<file path="src/rtl/rr_pkg.sv">
// Shared defaults and bundle types for the register-read/issue stage.
// Build with RR_BYPASS_EN defined to enable WB-to-read forwarding.
package rr_pkg;

    localparam int XLEN_DEF     = 32;
    localparam int NREG_DEF     = 8;
    localparam int CTRL_W_DEF   = 7;
    localparam int SRC2_SEL_BIT = 6;

    // Output bundle at the default widths
    typedef struct packed {
        logic [CTRL_W_DEF-1:0]       ctrl;
        logic [XLEN_DEF-1:0]         src1;
        logic [XLEN_DEF-1:0]         src2;
        logic [$clog2(NREG_DEF)-1:0] dst_idx;
        logic                        dst_we;
    } rr_out_t;

endpackage

</file>
<file path="src/rtl/reg_read_issue_stage_if.sv">
// Decode-in, WB-write and execute-out signals of the register-read stage.
// master = surrounding pipeline, slave = the stage itself.
interface reg_read_issue_stage_if
    import rr_pkg::*;
#(
    parameter int XLEN   = XLEN_DEF,
    parameter int NREG   = NREG_DEF,
    parameter int IDX_W  = $clog2(NREG),
    parameter int CTRL_W = CTRL_W_DEF
);

    logic              in_valid;
    logic              in_ready;
    logic [CTRL_W-1:0] ctrl;
    logic [XLEN-1:0]   imm;
    logic [IDX_W-1:0]  src1_idx;
    logic [IDX_W-1:0]  src2_idx;
    logic [IDX_W-1:0]  dst_idx;
    logic              dst_we;
    logic              wb_we;
    logic [IDX_W-1:0]  wb_idx;
    logic [XLEN-1:0]   wb_data;
    logic              flush;
    logic              out_valid;
    logic              out_ready;
    logic [CTRL_W-1:0] out_ctrl;
    logic [XLEN-1:0]   out_src1;
    logic [XLEN-1:0]   out_src2;
    logic [IDX_W-1:0]  out_dst_idx;
    logic              out_dst_we;

    modport master (
        output in_valid, ctrl, imm, src1_idx, src2_idx,
        output dst_idx, dst_we, wb_we, wb_idx, wb_data,
        output flush, out_ready,
        input  in_ready, out_valid, out_ctrl, out_src1,
        input  out_src2, out_dst_idx, out_dst_we
    );

    modport slave (
        input  in_valid, ctrl, imm, src1_idx, src2_idx,
        input  dst_idx, dst_we, wb_we, wb_idx, wb_data,
        input  flush, out_ready,
        output in_ready, out_valid, out_ctrl, out_src1,
        output out_src2, out_dst_idx, out_dst_we
    );

endinterface

</file>
<file path="src/rtl/rr_scoreboard.sv">
// Busy-bit scoreboard for outstanding destination writes.
// RR_BYPASS_EN lets a same-cycle WB clear make a source ready.
module rr_scoreboard
    import rr_pkg::*;
#(
    parameter int NREG  = NREG_DEF,
    parameter int IDX_W = $clog2(NREG)
) (
    input  logic             clk,
    input  logic             rst,
    input  logic             set_en,
    input  logic [IDX_W-1:0] set_idx,
    input  logic             clr_en,
    input  logic [IDX_W-1:0] clr_idx,
    input  logic             fclr_en,
    input  logic [IDX_W-1:0] fclr_idx,
    input  logic [IDX_W-1:0] rd1_idx,
    input  logic [IDX_W-1:0] rd2_idx,
    output logic             rd1_rdy,
    output logic             rd2_rdy
);

    logic [NREG-1:0] busy_q;
    logic [NREG-1:0] busy_d;

    // A set in the same cycle as a clear of that index wins
    always_comb begin
        busy_d = busy_q;
        if (clr_en)  busy_d[clr_idx]  = 1'b0;
        if (fclr_en) busy_d[fclr_idx] = 1'b0;
        if (set_en)  busy_d[set_idx]  = 1'b1;
    end

    always_ff @(posedge clk) begin
        if (!rst) busy_q <= '0;
        else      busy_q <= busy_d;
    end

`ifdef RR_BYPASS_EN
    assign rd1_rdy = !busy_q[rd1_idx] || (clr_en && clr_idx == rd1_idx);
    assign rd2_rdy = !busy_q[rd2_idx] || (clr_en && clr_idx == rd2_idx);
`else
    assign rd1_rdy = !busy_q[rd1_idx];
    assign rd2_rdy = !busy_q[rd2_idx];
`endif

endmodule

</file>
<file path="src/rtl/reg_read_issue_stage.sv">
// Register read + issue: NREG x XLEN regfile, RAW stall, registered output.
// Define RR_BYPASS_EN for WB-to-read forwarding.
module reg_read_issue_stage
    import rr_pkg::*;
#(
    parameter int XLEN         = XLEN_DEF,
    parameter int NREG         = NREG_DEF,
    parameter int IDX_W        = $clog2(NREG),
    parameter int CTRL_W       = CTRL_W_DEF,
    parameter int SRC2_SEL_BIT = rr_pkg::SRC2_SEL_BIT
) (
    input logic clk,
    input logic rst,
    reg_read_issue_stage_if.slave io
);

    typedef struct packed {
        logic [CTRL_W-1:0] ctrl;
        logic [XLEN-1:0]   src1;
        logic [XLEN-1:0]   src2;
        logic [IDX_W-1:0]  dst_idx;
        logic              dst_we;
    } out_t;

    logic [XLEN-1:0] rf_q [NREG];
    logic [XLEN-1:0] rf_d [NREG];

    out_t out_q;
    out_t out_d;
    logic out_valid_q;
    logic out_valid_d;

    logic [XLEN-1:0] src1_val;
    logic [XLEN-1:0] src2_val;
    logic [XLEN-1:0] src2_op;
    logic            src2_imm;
    logic            rd1_rdy;
    logic            rd2_rdy;
    logic            hazard;
    logic            in_ready;
    logic            accept;

    always_comb begin
        rf_d = rf_q;
        if (io.wb_we) rf_d[io.wb_idx] = io.wb_data;
    end

    always_ff @(posedge clk) begin
        if (!rst) rf_q <= '{default: '0};
        else      rf_q <= rf_d;
    end

`ifdef RR_BYPASS_EN
    assign src1_val = (io.wb_we && io.wb_idx == io.src1_idx)
                    ? io.wb_data : rf_q[io.src1_idx];
    assign src2_val = (io.wb_we && io.wb_idx == io.src2_idx)
                    ? io.wb_data : rf_q[io.src2_idx];
`else
    assign src1_val = rf_q[io.src1_idx];
    assign src2_val = rf_q[io.src2_idx];
`endif

    assign src2_imm = io.ctrl[SRC2_SEL_BIT];
    assign src2_op  = src2_imm ? io.imm : src2_val;

    rr_scoreboard #(
        .NREG  (NREG),
        .IDX_W (IDX_W)
    ) u_sb (
        .clk      (clk),
        .rst      (rst),
        .set_en   (accept && io.dst_we),
        .set_idx  (io.dst_idx),
        .clr_en   (io.wb_we),
        .clr_idx  (io.wb_idx),
        .fclr_en  (io.flush && out_valid_q && out_q.dst_we),
        .fclr_idx (out_q.dst_idx),
        .rd1_idx  (io.src1_idx),
        .rd2_idx  (io.src2_idx),
        .rd1_rdy  (rd1_rdy),
        .rd2_rdy  (rd2_rdy)
    );

    // src2 readiness is irrelevant when the immediate is selected
    assign hazard   = !rd1_rdy || (!src2_imm && !rd2_rdy);
    assign in_ready = rst && !io.flush && !hazard
                   && (!out_valid_q || io.out_ready);
    assign accept   = io.in_valid && in_ready;

    always_comb begin
        out_d       = out_q;
        out_valid_d = out_valid_q;
        if (accept) begin
            out_d.ctrl    = io.ctrl;
            out_d.src1    = src1_val;
            out_d.src2    = src2_op;
            out_d.dst_idx = io.dst_idx;
            out_d.dst_we  = io.dst_we;
            out_valid_d   = 1'b1;
        end else if (io.flush || io.out_ready) begin
            out_valid_d = 1'b0;
        end
    end

    always_ff @(posedge clk) begin
        if (!rst) begin
            out_q       <= '0;
            out_valid_q <= 1'b0;
        end else begin
            out_q       <= out_d;
            out_valid_q <= out_valid_d;
        end
    end

    assign io.in_ready    = in_ready;
    assign io.out_valid   = out_valid_q;
    assign io.out_ctrl    = out_q.ctrl;
    assign io.out_src1    = out_q.src1;
    assign io.out_src2    = out_q.src2;
    assign io.out_dst_idx = out_q.dst_idx;
    assign io.out_dst_we  = out_q.dst_we;

endmodule

</file>
<file path="src/flat_wrapper.sv">
// flat-port wrapper written by rule: the top's interface ports become plain ports
module reg_read_issue_stage_flat import rr_pkg::*;
#(
    parameter int XLEN         = XLEN_DEF,
    parameter int NREG         = NREG_DEF,
    parameter int IDX_W        = $clog2(NREG),
    parameter int CTRL_W       = CTRL_W_DEF,
    parameter int SRC2_SEL_BIT = rr_pkg::SRC2_SEL_BIT
)
  (clk, rst, io_in_valid, io_ctrl, io_imm, io_src1_idx, io_src2_idx, io_dst_idx, io_dst_we, io_wb_we, io_wb_idx, io_wb_data, io_flush, io_out_ready, io_in_ready, io_out_valid, io_out_ctrl, io_out_src1, io_out_src2, io_out_dst_idx, io_out_dst_we);
  reg_read_issue_stage_if #(.XLEN(XLEN), .NREG(NREG), .IDX_W(IDX_W), .CTRL_W(CTRL_W)) io_i ();
  input logic clk;
  input logic rst;
  input wire logic [$bits(io_i.in_valid)-1:0] io_in_valid;
  input wire logic [$bits(io_i.ctrl)-1:0] io_ctrl;
  input wire logic [$bits(io_i.imm)-1:0] io_imm;
  input wire logic [$bits(io_i.src1_idx)-1:0] io_src1_idx;
  input wire logic [$bits(io_i.src2_idx)-1:0] io_src2_idx;
  input wire logic [$bits(io_i.dst_idx)-1:0] io_dst_idx;
  input wire logic [$bits(io_i.dst_we)-1:0] io_dst_we;
  input wire logic [$bits(io_i.wb_we)-1:0] io_wb_we;
  input wire logic [$bits(io_i.wb_idx)-1:0] io_wb_idx;
  input wire logic [$bits(io_i.wb_data)-1:0] io_wb_data;
  input wire logic [$bits(io_i.flush)-1:0] io_flush;
  input wire logic [$bits(io_i.out_ready)-1:0] io_out_ready;
  output wire logic [$bits(io_i.in_ready)-1:0] io_in_ready;
  output wire logic [$bits(io_i.out_valid)-1:0] io_out_valid;
  output wire logic [$bits(io_i.out_ctrl)-1:0] io_out_ctrl;
  output wire logic [$bits(io_i.out_src1)-1:0] io_out_src1;
  output wire logic [$bits(io_i.out_src2)-1:0] io_out_src2;
  output wire logic [$bits(io_i.out_dst_idx)-1:0] io_out_dst_idx;
  output wire logic [$bits(io_i.out_dst_we)-1:0] io_out_dst_we;
  assign io_i.in_valid = io_in_valid;
  assign io_i.ctrl = io_ctrl;
  assign io_i.imm = io_imm;
  assign io_i.src1_idx = io_src1_idx;
  assign io_i.src2_idx = io_src2_idx;
  assign io_i.dst_idx = io_dst_idx;
  assign io_i.dst_we = io_dst_we;
  assign io_i.wb_we = io_wb_we;
  assign io_i.wb_idx = io_wb_idx;
  assign io_i.wb_data = io_wb_data;
  assign io_i.flush = io_flush;
  assign io_i.out_ready = io_out_ready;
  assign io_in_ready = io_i.in_ready;
  assign io_out_valid = io_i.out_valid;
  assign io_out_ctrl = io_i.out_ctrl;
  assign io_out_src1 = io_i.out_src1;
  assign io_out_src2 = io_i.out_src2;
  assign io_out_dst_idx = io_i.out_dst_idx;
  assign io_out_dst_we = io_i.out_dst_we;
  reg_read_issue_stage #(.XLEN(XLEN), .NREG(NREG), .IDX_W(IDX_W), .CTRL_W(CTRL_W), .SRC2_SEL_BIT(SRC2_SEL_BIT)) u_core (.clk(clk), .rst(rst), .io(io_i));
endmodule
</file>
<file path="config.mk">
export PLATFORM = sky130hd
export DESIGN_NAME = reg_read_issue_stage_flat
export DESIGN_NICKNAME = d
export VERILOG_FILES = /design/src/rtl/rr_pkg.sv /design/src/rtl/reg_read_issue_stage_if.sv /design/src/rtl/rr_scoreboard.sv /design/src/rtl/reg_read_issue_stage.sv /design/src/flat_wrapper.sv
export SDC_FILE = /design/constraint.sdc
export NUM_CORES = 1
export LEC_CHECK = 0
export CAP_MARGIN = 20
export CORE_ASPECT_RATIO = 0.9
export CORE_MARGIN = 1.5
export CORE_UTILIZATION = 30
export DETAILED_ROUTE_END_ITERATION = 16
export GPL_TIMING_DRIVEN = 0
export PLACE_DENSITY = 0.57
export SLEW_MARGIN = 20
export SYNTH_ARGS = -nofsm -noshare
export SYNTH_HDL_FRONTEND = slang
export SYNTH_SLANG_ARGS = --single-unit
</file>
<file path="constraint.sdc">
create_clock -name clk -period 3.9 [get_ports clk]
set_input_delay 0.585 -clock clk [delete_from_list [all_inputs] [get_ports clk]]
set_output_delay 0.585 -clock clk [all_outputs]
set_load 0.03 [all_outputs]
</file>
==> results of run 1 <==
## final timing paths
path	from	end	slack [ns]	cells past startpoint
max	io_src2_idx[0]	io_in_ready	0.16	6
min	io_wb_data[19]	u_core.rf_q[147]$_SDFFE_PN0P_	0.35	3
max reg2reg	u_core.u_sb.busy_q[7]$_SDFF_PN0_	u_core.io.out_src1[11]$_SDFFE_PN0P_	1.62	6
min reg2reg	u_core.io.out_ctrl[2]$_SDFFE_PN0P_	u_core.io.out_ctrl[2]$_SDFFE_PN0P_	0.46	2
## cell families (layout without fill, tap and decap cells)
family / count (synthesis) / count (layout) / share of synthesized area [%]
multiplexers: 243 / 243 / 24.3
AO/OA/AOI/OAI: 339 / 339 / 15.6
other: 0 / 4 / 0
AND/OR/NAND/NOR: 633 / 633 / 14.6
flip-flops: 340 / 340 / 40.8
buffers and inverters: 187 / 385 / 4.69
## power by group through the flow
stage	logic, mW	registers (mW)	clock network [mW]
detailed placement	0.881	3.68	0
CTS	0.884	3.61	3.92
global route	0.935	3.61	4.07
finish	0.886	3.61	3.88
global placement	0.870	3.68	0
floorplan	0.486	3.70	0
## area by class of cell
cell class / instances / area [um2]
fill: 5361 / 34400
timing repair buffer: 130 / 1300
multi-input combinational: 1215 / 9110
inverter: 13 / 48.8
clock inverter: 9 / 130
antenna: 4 / 10.0
clock buffer: 59 / 1200
sequential: 340 / 6810
tap: 705 / 882
buffer: 174 / 734
## cells in the final DEF (no fill, tap or decap), drive strengths merged, types with 6 or more instances in the layout
cell	instances
o22a	32
o211ai	33
dfxtp	340
buf	31
clkbuf	202
o2111ai	7
nor2	7
nand3	6
inv	14
mux4	130
nand2	596
a21boi	256
nand2b	9
clkdlybuf4s50	130
mux2i	111
## flip-flops by register name, summed over array words and instances (netlist names)
name                   cells
u_core.io.out_ctrl         7
u_core.io.out_dst_idx      3
u_core.io.out_dst_we       1
u_core.io.out_src1        32
u_core.io.out_src2        32
u_core.io.out_valid        1
u_core.rf_q              256
u_core.u_sb.busy_q         8
## stage by stage
| stage | setup WS, ns | power [mW] | area, um2 | cells |
|---|---|---|---|---|
| floorplan | 1.46 | 4.19 | 16700 | 1742 |
| global placement | 0.213 | 4.55 | 18900 | 2577 |
| detailed placement | 0.208 | 4.56 | 18900 | 2577 |
| CTS | 0.178 | 8.41 | 20200 | 2645 |
| global route | 0.0372 | 8.62 | 20200 | 2646 |
| finish | 0.159 | 8.37 | 20200 | 2649 |
## worst max-delay path, cell delays in order
cell	delay [ns]
clkdlybuf4s50_1	0.60
mux2_2	0.36
o31ai_1	0.40
o211ai_1	0.37
inv_1	0.13
clkdlybuf4s50_1	0.70
## routing by layer
metal	share of wire, %	vias up
met1	41	6937
met2	46	630
li1	-	6430
met3	8.6	145
met5	0.12	-
met4	3.6	12
==> results.tsv, run 1 <==
metric	value	unit
comb_power_share	10.6	%
track_usage	21.4	%
p_int	6.23	mW
cts.sinks	340	
die_area	57100	um2
route.detailed.drc	0	
ys_async_sr_fraction	0	%
wl_per_cell	23.2	um
drv_cap	0	
worst_pin_slew	1.13	ns
max-slew-margin-rel	24.8	%
clkTransAtPathRegs	0.06	ns
antenna_found_initial	8	
cts_resized	0	
gp_congestion	0.874	
synth_area_leader_cell	dfxtp_1	
die_x	252	um
rows	81	
period_share	95.9	%
p_sw_share	25.6	%
portBuffers	130	
synth_top_area_share	40.8	%
grt_pass1_vias	14200	
status	completed	
holdWs	0.352	ns
drtIter0Drc	1035	
synthTopCellsByArea	dfxtp_1 41%, mux4_2 18%, nand2_1 13%, a21boi_0 12%, mux2i_1 6.7%	
grt_util_met2	34.9	%
numCtsBuffers	40	
syn_area	16700	um2
synth_common_cells	596 x nand2_1, 340 x dfxtp_1, 256 x a21boi_0, 130 x mux4_2, 113 x clkbuf_1	
grt_pass1_wl	90600	um
synth.avg_cell_area	9.58	um2
final_hold_viol_count	0	
tritoncts	done	
drt-total-wl	61600	um
synth.most_common_cell	nand2_1	
start_util	30.6	%
crit_path_max_fanout	9	
max_freq	267	MHz
pin_count	167	
worstSetupEndpointType	output pin	
p_switching	2.15	mW
holdCritPathClass	in -> reg	
yosysWarnings	0	
skew	0.0208	ns
syn-num-nets	1832	
pwr-share-seq	43.1	%
critPathKind	in -> out	
vias	14200	
required	3.31	ns
syn_inst	1742	
fin_tns_setup	0	ns
ys_dominant_reg_cell	dfxtp_1	
p_clk_share	46.3	%
cts_setup_buffers	0	
finalCriticalPeriod	3.74	ns
hold_buffers	0	
use_met1	27.0	%
die_h	227	um
ys_types	30	
htreeDepth	2	
final_util	37.0	%
cellLeakagePower	7.09	nW
first_pass_iters	5	
clockBufferDepth	3	
drive_gt1_share	12.9	%
critPathArrivalTime	3.16	ns
post-dp-hpwl	42400	um
synth_seq_cells	340	
synth_edf_count	0	
setup-violations-final	0	
grtUsageMet3	5.35	%
rsz0062_at_grt	false	
finalMaxSlewViolations	0	
p_per_area	414	nW/um2
top_usage_layer	met2	
clock_latency	0.57	ns
seq_area_frac_synth	40.8	%
via_per_inst	5.34	
core_area	54600	um2
crit_path_start_kind	input pin	
final_antenna_net_count	0	
syn_to_final_growth	21.1	%
grt_max_degree	13	
cts-root-buf	clkbuf_16	
ir_drop	256	uV
grt.overflow.total	0	
nets	2004	
Power figures use the tool's default switching activity.
==> inputs of run 2 (changes only) <==
--- a/config.mk
+++ b/config.mk
@@ -11,7 +11,7 @@
 export CORE_UTILIZATION = 30
 export DETAILED_ROUTE_END_ITERATION = 16
 export GPL_TIMING_DRIVEN = 0
-export PLACE_DENSITY = 0.57
+export PLACE_DENSITY = 0.58
 export SLEW_MARGIN = 20
 export SYNTH_ARGS = -nofsm -noshare
 export SYNTH_HDL_FRONTEND = slang
==> results.tsv, run 2 (synthesis results as in run 1) <==
metric	value	unit
die_h	227	um
pwr-share-seq	42.4	%
cts.sinks	340	
holdCritPathClass	in -> reg	
n_fill_cell	5384	
place_inst	2577	
ir_drop	231	uV
tritoncts	done	
gp_congestion	0.878	
finalCriticalPeriod	3.69	ns
nets	2005	
comb_power_share	10.4	%
vias	14300	
die_x	252	um
portBuffers	130	
wl_per_cell	23.3	um
min-delay-start	io_wb_data[22]	
drv_cap	0	
p_switching	2.17	mW
grt_max_degree	13	
htreeDepth	2	
rr_endpoint	u_core.io.out_src1[17]$_SDFFE_PN0P_	
via_per_inst	5.40	
critPathArrivalTime	3.11	ns
placed_area	18900	um2
setup-violations-final	0	
track_usage	21.5	%
multiInputGateArea	9110	um2
cts_resized	0	
crit_path_max_fanout	9	
drt-total-wl	61800	um
grt.overflow.total	0	
fin_cells	2652	
crit_path_start_kind	input pin	
hold_buffers	0	
clkTransAtPathRegs	0.06	ns
route.detailed.drc	0	
die_area	57100	um2
cts_setup_buffers	0	
numCtsBuffers	41	
skew	0.0117	ns
required	3.31	ns
p_int	6.35	mW
pin_count	167	
most-common-layout-cells	596 x nand2_1, 340 x dfxtp_1, 256 x a21boi_0, 130 x mux4_2, 130 x clkdlybuf4s50_1	
r2r_start	u_core.u_sb.busy_q[7]$_SDFF_PN0_	
syn_to_final_growth	21.6	%
status	completed	
grt_pass1_vias	14200	
hold_end	u_core.rf_q[22]$_SDFFE_PN0P_	
p_sw_share	25.5	%
post-dp-hpwl	42500	um
fin_ws	0.206	ns
final_hold_viol_count	0	
critPathKind	in -> out	
hold_depth	3	
cellLeakagePower	7.14	nW
max_freq	271	MHz
worst_pin_slew	1.09	ns
p_clk_share	47.2	%
r2r_slack	1.64	ns
first_pass_iters	7	
p_per_area	420	nW/um2
fin_tns_setup	0	ns
place_ws	0.203	ns
start_util	30.6	%
clockBufferDepth	3	
drive_gt1_share	13.3	%
largest_reg_flops	256	
final-seq-area	6810	um2
worstSetupEndpointType	output pin	
layout_commonest_cell	nand2_1	
cts-root-buf	clkbuf_16	
drtIter0Drc	1307	
core_area	54600	um2
reg2reg_depth	6	
finish.instance_area	20300	um2
finalMaxSlewViolations	0	
top_register	u_core.rf_q	
clock_latency	0.56	ns
antenna_found_initial	7	
grt_pass1_wl	91300	um
max-slew-margin-rel	27.3	%
period_share	94.7	%
rows	81	
final_antenna_net_count	0	
rsz0062_at_grt	false	
-- run 2: how the worst max path moves through the flow --
| stage | from | to | slack [ns] | cells after the start |
|---|---|---|---|---|
| floorplan | io_src1_idx[1] | io_in_ready | 1.46 | 5 |
| finish | io_src2_idx[0] | io_in_ready | 0.21 | 6 |
| detailed placement | io_src2_idx[0] | io_in_ready | 0.20 | 6 |
| global route | io_src2_idx[0] | io_in_ready | 0.04 | 6 |
| CTS | io_src2_idx[0] | io_in_ready | 0.20 | 6 |
| global placement | io_src2_idx[0] | io_in_ready | 0.21 | 6 |
-- run 2: stage by stage --
stage                     total power, mW  hold slack (ns)  util, %
final                                8.52            0.362     37.2
after global routing                 8.76            0.379     37.2
after CTS                            8.56            0.339     37.2
after detailed placement             4.56            0.455     34.6
after global placement               4.55            0.444     34.6
after floorplan                      4.19            0.450        -
-- run 2: layout make-up --
cell class | instances | share of cell area [%]
clock buffer | 57 | 6.00
tap | 705 | 4.35
antenna | 1 | 0.0123
inverter | 13 | 0.240
sequential | 340 | 33.5
clock inverter | 17 | 0.968
multi-input combinational | 1215 | 44.9
buffer | 174 | 3.62
timing repair buffer | 130 | 6.41
-- run 2: power by group through the flow --
stage | sequential [mW] | combinational [mW] | clock [mW]
2_1_floorplan | 3.70 | 0.486 | 0
3_3_place_gp | 3.68 | 0.870 | 0
3_5_place_dp | 3.68 | 0.880 | 0
4_1_cts | 3.61 | 0.883 | 4.07
5_1_grt | 3.62 | 0.933 | 4.21
6_report | 3.61 | 0.887 | 4.02
-- run 2: worst max-delay path, cell delays in order --
cell and delay (ns):
clkdlybuf4s50_1 0.62, mux2_2 0.37, o31ai_1 0.34, o211ai_1 0.36
inv_1 0.12, clkdlybuf4s50_1 0.70
-- run 2: layer usage --
layer / share of wire [%] / GRT usage (%)
met3: 8.7 / 4.88
met2: 46 / 35.0
met5: 0.12 / 0
met4: 4.0 / 9.11
met1: 41 / 27.4
==> inputs of run 3 (changes only) <==
--- a/config.mk
+++ b/config.mk
@@ -6,10 +6,10 @@
 export NUM_CORES = 1
 export LEC_CHECK = 0
 export CAP_MARGIN = 20
-export CORE_ASPECT_RATIO = 0.9
 export CORE_MARGIN = 1.5
 export CORE_UTILIZATION = 30
 export DETAILED_ROUTE_END_ITERATION = 16
+export GPL_ROUTABILITY_DRIVEN = 0
 export GPL_TIMING_DRIVEN = 0
 export PLACE_DENSITY = 0.58
 export SLEW_MARGIN = 20
==> results.tsv, run 3 (synthesis results as in run 1) <==
metric	value	unit
crit_path_start_kind	input pin	
top_register	u_core.rf_q	
finalCriticalPeriod	3.70	ns
grt_max_degree	14	
start_util	30.3	%
critPathArrivalTime	3.12	ns
drv_cap	0	
rsz0062_at_grt	false	
final-seq-area	6810	um2
final_util	36.7	%
syn_to_final_growth	21.2	%
final_antenna_net_count	0	
reg2reg_depth	6	
clockBufferDepth	3	
clkTransAtPathRegs	0.06	ns
period_share	95.0	%
htreeDepth	2	
layout_commonest_cell	nand2_1	
fin_ws	0.196	ns
p_per_area	411	nW/um2
max-slew-margin-rel	21.2	%
via_per_inst	5.28	
route.detailed.drc	0	
most-common-layout-cells	596 x nand2_1, 340 x dfxtp_1, 256 x a21boi_0, 130 x mux4_2, 130 x clkdlybuf4s50_1	
grt.overflow.total	0	
tritoncts	done	
grt_pass1_wl	91500	um
numCtsBuffers	40	
drive_gt1_share	13.3	%
cpPeakStageDelay	0.71	ns
crit_path_max_fanout	9	
rows	86	
hold_buffers	0	
critPathKind	in -> out	
largest_reg_flops	256	
die_x	239	um
holdCritPathClass	in -> reg	
wl_per_cell	23.1	um
pin_count	167	
slowest_stage	clkdlybuf4s50_1	
cts-root-buf	clkbuf_16	
setup-violations-final	0	
drt-total-wl	62300	um
fin_cells	2693	
die_h	239	um
status	completed	
cts.sinks	340	
core_area	55100	um2
cpMostUsedCell	clkdlybuf4s50_1	
cts_resized	0	
clock_latency	0.58	ns
worst_pin_slew	1.18	ns
finalMaxSlewViolations	0	
total_power	8.31	mW
n_fill_cell	5609	
place_ws	0.226	ns
fin_tns_setup	0	ns
grt_pass1_vias	14300	
hold_depth	3	
skew	0.0238	ns
post-dp-hpwl	42300	um
worstSetupEndpointType	output pin	
ir_drop	273	uV
vias	14200	
required	3.31	ns
nets	2004	
multiInputGateArea	9110	um2
cts_setup_buffers	0	
diodes	0	
place_inst	2620	
cp_cell_sequence	clkdlybuf4s50_1, mux2_2, o31ai_1, o211ai_1, inv_1, clkdlybuf4s50_1	
cellLeakagePower	7.09	nW
antenna_found_initial	7	
portBuffers	130	
track_usage	21.7	%
die_area	57100	um2
final_hold_viol_count	0	
max_freq	270	MHz
drtIter0Drc	1099	
first_pass_iters	7	
## run 3: per-stage QoR
| step | area [um2] | hold WS (ns) |
|---|---|---|
| 2_1_floorplan | 16700 | 0.450 |
| 3_3_place_gp | 18900 | 0.444 |
| 3_5_place_dp | 18900 | 0.452 |
| 4_1_cts | 20200 | 0.332 |
| 5_1_grt | 20200 | 0.368 |
| 6_report | 20200 | 0.340 |
## run 3: critical path: cells and delay by family
kind | cells | cell delay (ns)
AOI/OAI and AO/OA | 2 | 0.72
muxes | 1 | 0.37
buffers and inverters | 3 | 1.44
## run 3: final timing paths
path	from	end	slack, ns
worst max-delay path	io_src2_idx[0]	io_in_ready	0.20
worst min-delay path	io_wb_data[11]	u_core.rf_q[139]$_SDFFE_PN0P_	0.34
worst max register to register	u_core.u_sb.busy_q[3]$_SDFF_PN0_	u_core.io.out_src1[19]$_SDFFE_PN0P_	1.80
worst min register to register	u_core.io.out_ctrl[6]$_SDFFE_PN0P_	u_core.io.out_ctrl[6]$_SDFFE_PN0P_	0.46
## run 3: metal layers
layer	part of all wire (%)	track usage (%)
met1	41	27.0
met2	46	35.4
met3	8.7	5.35
met4	4.1	9.74
met5	0.14	0
## run 3: where the power goes
group	internal [mW]	switching [mW]
registers	3.55	0.0565
logic	0.348	0.538
clock network	2.19	1.63
## run 3: cell type report
class / count / area share, %
multi-input cells: 1215 / 45.0
flip-flops and latches: 340 / 33.6
repair buffers: 130 / 6.43
clock buffers: 55 / 5.82
well taps: 748 / 4.62
plain buffers: 174 / 3.63
clock inverters: 18 / 0.649
inverters: 13 / 0.241
